[config.mk]
export PLATFORM = sky130hd
export DESIGN_NAME = seq_detect_param
export DESIGN_NICKNAME = d
export VERILOG_FILES = /design/src/rtl/seq_detect_param.sv
export SDC_FILE = /design/constraint.sdc
export NUM_CORES = 1
export LEC_CHECK = 0
export CORE_MARGIN = 1
export CORE_UTILIZATION = 46
export DETAILED_ROUTE_END_ITERATION = 12
export PLACE_DENSITY_LB_ADDON = 0.3
export SLEW_MARGIN = 20
export SYNTH_ARGS = -nofsm -noshare
export SYNTH_HDL_FRONTEND = slang
export SYNTH_SLANG_ARGS = --single-unit
[constraint.sdc]
create_clock -name Clk -period 2.4 [get_ports Clk]
set_clock_uncertainty 0.15 [all_clocks]
set_input_delay 0.36 -clock Clk [delete_from_list [all_inputs] [get_ports Clk]]
set_output_delay 0.36 -clock Clk [all_outputs]
set_load 0.01 [all_outputs]
[src/rtl/seq_detect_param.sv]
// Parametrised serial bit-pattern detector with valid qualification,
// synchronous clear, selectable overlap / Mealy-Moore output and a
// saturating match counter.
//
// Ports:
//   Clk        in   rising-edge clock
//   Rst_n      in   asynchronous active-low reset
//   b          in   serial data bit
//   b_valid    in   b is sampled only when high
//   clr        in   synchronous clear of history, fill and match_cnt
//   x          out  one-cycle match pulse
//   match_cnt  out  saturating count of matches since reset/clr
//   fill       out  number of valid history bits held (0..N)
module seq_detect_param #(
    parameter int              N       = 3,
    parameter logic [N-1:0]    PATTERN = N'(3'b101),
    parameter bit              OVERLAP = 1'b0,
    parameter bit              MOORE   = 1'b0,
    parameter int              CNT_W   = 8,
    localparam int             FW      = $clog2(N + 1)
) (
    input  logic             Clk,
    input  logic             Rst_n,
    input  logic             b,
    input  logic             b_valid,
    input  logic             clr,
    output logic             x,
    output logic [CNT_W-1:0] match_cnt,
    output logic [FW-1:0]    fill
);

    logic [N-1:0]     r_hist;
    logic [FW-1:0]    r_fill;
    logic [CNT_W-1:0] r_cnt;
    logic             r_x;

    logic [N-1:0]     w_next;
    logic             w_full;
    logic             w_hit;

    assign w_next = {r_hist[N-2:0], b};

    // N-1 stored bits plus the incoming one complete a candidate window
    assign w_full = (r_fill >= FW'(N - 1));

    // Rst_n gating keeps the Mealy pulse low throughout reset
    assign w_hit = Rst_n & b_valid & ~clr & w_full
                 & (w_next == PATTERN);

    always_ff @(posedge Clk or negedge Rst_n) begin
        if (!Rst_n) begin
            r_hist <= '0;
            r_fill <= '0;
            r_cnt  <= '0;
            r_x    <= 1'b0;
        end else if (clr) begin
            r_hist <= '0;
            r_fill <= '0;
            r_cnt  <= '0;
            r_x    <= 1'b0;
        end else begin
            r_x <= w_hit;
            if (b_valid) begin
                r_hist <= w_next;
                if (w_hit) begin
                    if (r_cnt != '1) begin
                        r_cnt <= r_cnt + 1'b1;
                    end
                    // non-overlap: next match needs N fresh bits
                    r_fill <= OVERLAP ? FW'(N) : '0;
                end else if (r_fill != FW'(N)) begin
                    r_fill <= r_fill + 1'b1;
                end
            end
        end
    end

    assign x         = MOORE ? r_x : w_hit;
    assign match_cnt = r_cnt;
    assign fill      = r_fill;

endmodule

Yosys cells after proc, flatten, opt, wreduce, memory -nomap -nowiden
Cells that the tools add are included.
{ "word_totals": {"register_bits": 12, "latch_bits": 0, "mem_bits_rw": 0, "romBits": 0, "inputBits": 5, "output_inout_bits": 11, "elab_cells": 30, "n_memories": 0} }
{ "classes": {"add_sub_neg": 2, "multipliers": 0, "div_mod_pow": 0, "n_lt_le_gt_ge": 1, "eq_ne": 3, "shift": 0, "mux": 10, "n_bitwise": 5, "n_reduce_logical": 6} }
{ "op_table": {"columns": ["cell", "count"], "rows": [
  ["$mux 8", 4],
  ["$mux 2", 6],
  ["$add 8x1->8 const B", 1],
  ["$ne 8x8->1 const B", 1],
  ["$reduce_bool 2->1", 3],
  ["$and 1x1->1", 4],
  ["$eq 3x3->1 const B", 1],
  ["$reduce_and 3->1", 1],
  ["$reduce_bool 3->1", 1],
  ["$add 2x1->2 const B", 1],
  ["$ge 2x2->1 const B", 1],
  ["$ne 2x2->1 const B", 1],
  ["$reduce_and 2->1", 1],
  ["$not 1->1", 1]
]} }

Logic depth before layout (Yosys ltp)
{ "logic_depth": {"word_depth": 7, "depth_mapped": 8, "mapped_depth_nobuf": 7} }

Worst setup path before layout
Ideal clock, no wire load.
{ "synth_timing": {"kind": "reg2reg", "startpoint": "register r_fill[0], in the netlist fill[0]", "endpoint": "register r_cnt[5], in the netlist match_cnt[5]", "setup_ns": 0.125, "arrival_ns": 1.951, "required_time_ns": 2.125, "path_slack_ns": 0.174, "stages_incl_launch_ff": 8, "n_path_buf": 1, "period_less_slack_ns": 2.226, "path_cell_list": "dfrtp_1 inv_1 ha_1 nor2_1 or4b_4 buf_6 nor4_1 mux2_2"} }
{ "synth_via": {"elab_chain_cells": 5} }
{ "synth_rtl": {"columns": ["element", "line_no", "source"], "rows": [
  ["start: declaration", "33", "logic [FW-1:0] r_fill;"],
  ["start signal: assignment", "70", "r_fill <= OVERLAP ? FW'(N) : '0;"],
  ["start signal: assignment", "72", "r_fill <= r_fill + 1'b1;"],
  ["$ge 2x2->1", "44", "assign w_full = (r_fill >= FW'(N - 1));"],
  ["$and 1x1->1", "47", "assign w_hit = Rst_n & b_valid & ~clr & w_full"],
  ["$and 1x1->1", "48", "& (w_next == PATTERN);"],
  ["$reduce_bool 2->1 (no line)", null, null],
  ["$reduce_and 3->1 (no line)", null, null],
  ["end signal: assignment", "67", "r_cnt <= r_cnt + 1'b1;"],
  ["end: declaration", "34", "logic [CNT_W-1:0] r_cnt;"]
]} }
Every way passes these cells.
A chain may end at the register's enable or synchronous reset.

Worst setup path after layout
{ "layout_timing": {"startpoint": "input Rst_n", "endpoint": "output x"} }
{ "layout_via": {"elab_chain_cells": 4} }
{ "layout_rtl": {"columns": ["element", "line_no", "source"], "rows": [
  ["start: declaration", "23", "input logic Rst_n,"],
  ["$and 1x1->1 (3 in a row)", "47", null],
  ["$and 1x1->1", "48", null],
  ["end: declaration", "27", "output logic x,"]
]} }
Every way passes these cells.

==> results.json <==
{
  "netlist_area_um2": 657,
  "p_leak_nw": 0.391,
  "rows": 13,
  "crit_path_start_kind": "input pin",
  "instances_no_fill": 104,
  "endpoint_kind": "primary output",
  "yosys_register_bits": 12,
  "cts_sinks": 12,
  "async_reset_ff_share_pct": 100,
  "ios": 16,
  "portBuffers": 15,
  "tightest_slew_ns": 0.510,
  "die_y_um": 39.8,
  "timing.critical_path.from": "Rst_n",
  "synth_nets": 74,
  "finalCriticalPeriod_ns": 2.33,
  "r2r-start": "fill[1]$_DFFE_PN0P_",
  "clkTransAtPathRegs_ns": 0.08,
  "hpwl_mm": 1.08,
  "clk-insertion-delay-late_ns": 0.28,
  "worstPathMaxFanout": 2,
  "htreeDepth": 1,
  "vias": 610,
  "antenna_left": 0,
  "cts_tree": "yes",
  "grt_pass1_wl_mm": 2.29,
  "synth_edf_count": 0,
  "yosysWarnings": 0,
  "fp.dieW_um": 39.8,
  "path_class": "input pin to primary output",
  "core_area_um2": 1320,
  "wl_mm": 1.50,
  "netlist_instances": 66,
  "drtIter0Drc": 12,
  "power.density_nw_per_um2": 478,
  "drt-wirelength-per-cell_um": 14.4,
  "fin_crit_sh_pct": 97.2,
  "min_path_type": "input pin to asynchronous set/reset pin",
  "clk_path_buf_depth": 2,
  "slew_viol_final": 0,
  "n_antenna_cell": 0,
  "grt_setup_unrepaired": "no",
  "syn_to_final_growth_pct": 36.6,
  "ctsRootBufferMaster": "clkbuf_4",
  "cts_hold_buffers": 0,
  "grt_max_degree": 14,
  "gp_congestion": 0.842,
  "placed_area_um2": 856,
  "dp_cells": 100,
  "peakVddDrop_uv": 293,
  "relSlewSlack_pct": 65.9,
  "grt_usage_pct": 22.1,
  "status": "completed",
  "overflow": 0,
  "drc_errors": 0,
  "via_per_inst": 5.87,
  "antenna_found_initial": 0,
  "yosysSeqAreaShare_pct": 45.7,
  "grt_pass1_vias": 509,
  "cap_viol_max_count": 0,
  "syn_avg_cell_area_um2": 9.95,
  "preCtsSetupSlack_ns": -0.261,
  "fmax_mhz": 429,
  "hold_violations": 0,
  "setup_violations": 0,
  "layout-drive-gt1-share_pct": 15.7,
  "required_ns": 1.89,
  "die-area_um2": 1580,
  "synth_ff_type": "dfrtp_1",
  "synth.distinct_cells": 28,
  "dr.pass1.iters": 4,
  "nets": 98,
  "setup_ws_ns": 0.0679,
  "start_util_pct": 49.9,
  "stdcell_area_um2": 897,
  "cts_made_buffers": 3,
  "critical_path_arrival_ns": 1.82
}
==> flip-flops by register name, summed over array words and instances (netlist names) <==
signal	count
r_hist	2
match_cnt	8
fill	2
==> synth_stat cells, types with 2 or more instances <==
library cell | n | area (µm²)
dfrtp_1 | 12 | 300
nor2_1 | 7 | 26.3
a21oi_1 | 5 | 25.0
nand3_1 | 4 | 20.0
ha_1 | 3 | 37.5
inv_1 | 3 | 11.3
mux2i_1 | 3 | 30.0
nor2b_1 | 3 | 18.8
o31ai_1 | 3 | 22.5
nand2_1 | 2 | 7.51
nand4_1 | 2 | 12.5
o21ai_0 | 2 | 10.0
or4_1 | 2 | 15.0
==> cells in the final DEF, fill, tap and decap left out, drive strengths merged, types with 2 or more instances in the layout <==
| cell type | instances |
|---|---|
| a21oi | 5 |
| buf | 6 |
| clkbuf | 4 |
| clkdlybuf4s50 | 14 |
| dfrtp | 12 |
| ha | 3 |
| inv | 3 |
| mux2i | 3 |
| nand2 | 2 |
| nand3 | 4 |
| nand4 | 2 |
| nor2 | 7 |
| nor2b | 3 |
| o21ai | 2 |
| o31ai | 3 |
| or4 | 2 |
==> area by class of cell <==
type	count	area, µm²
clock buffers	4	36.3
fillers	105	420
inverters	3	11.3
multi-input cells	49	337
flip-flops and latches	12	300
well taps	15	18.8
repair buffers	21	194
==> cells by family (layout without fill, tap and decap cells) <==
group / after synthesis / in the layout / share of synthesized area [%]
fa+ha+maj: 3 / 3 / 5.71
mux: 4 / 4 / 6.29
simple gates: 28 / 28 / 24.2
compound gates: 13 / 13 / 12.8
buf+inv: 5 / 28 / 4.00
xor+xnor: 1 / 1 / 1.33
flops: 12 / 12 / 45.7
==> worst paths after layout <==
| check | to | cells after the start | slack [ns] |
|---|---|---|---|
| worst min-delay path | match_cnt[5]$_DFFE_PN0P_ | 2 | 0.30 |
| max in group asynchronous | fill[1]$_DFFE_PN0P_ | 2 | 1.64 |
| worst min register to register | match_cnt[6]$_DFFE_PN0P_ | 1 | 0.35 |
| worst max register to register | match_cnt[5]$_DFFE_PN0P_ | 6 | 0.13 |
| min in group Clk | match_cnt[6]$_DFFE_PN0P_ | 1 | 0.35 |
| worst max-delay path | x | 5 | 0.07 |
==> metrics by stage <==
stage	TNS, ns	utilization, %	power (mW)	hold WS (ns)
2_1_floorplan	0	-	0.235	-0.0856
3_3_place_gp	-0.522	65.0	0.266	0.339
3_5_place_dp	-0.698	65.0	0.267	0.348
4_1_cts	0	67.6	0.430	0.306
5_1_grt	0	68.1	0.444	0.309
6_report	0	68.1	0.429	0.300
==> worst max-delay path, stage by stage <==
cell	delay (ns)
clkdlybuf4s50_1	0.50
nand4b_1	0.11
or4b_4	0.50
inv_1	0.08
dlygate4sd2_1	0.27
==> where the power goes <==
group          leakage [nW]  switching (mW)  total (mW)  internal [mW]
Combinational         0.205          0.0235      0.0507         0.0272
Clock                0.0210          0.0737       0.166         0.0924
Sequential            0.165         0.00469       0.212          0.207
==> routing by layer <==
| layer | wire (µm) | vias up | global-route usage [%] |
|---|---|---|---|
| li1 | - | 289 | - |
| met1 | 734 | 296 | 33.1 |
| met2 | 666 | 23 | 31.6 |
| met3 | 77 | 2 | 3.41 |
| met4 | 20 | 0 | 7.76 |
| met5 | 0 | - | 0 |
==> timing repair <==
action | in CTS | in global routing
pin swaps | 0 | 0
endpoints found under the hold margin | 0 | 0
gates cloned | 0 | 0
setup buffers | 0 | 0
resized for setup | 1 | 1
setup endpoints to repair | 1 | 1
(Power assumes the default switching activity.)
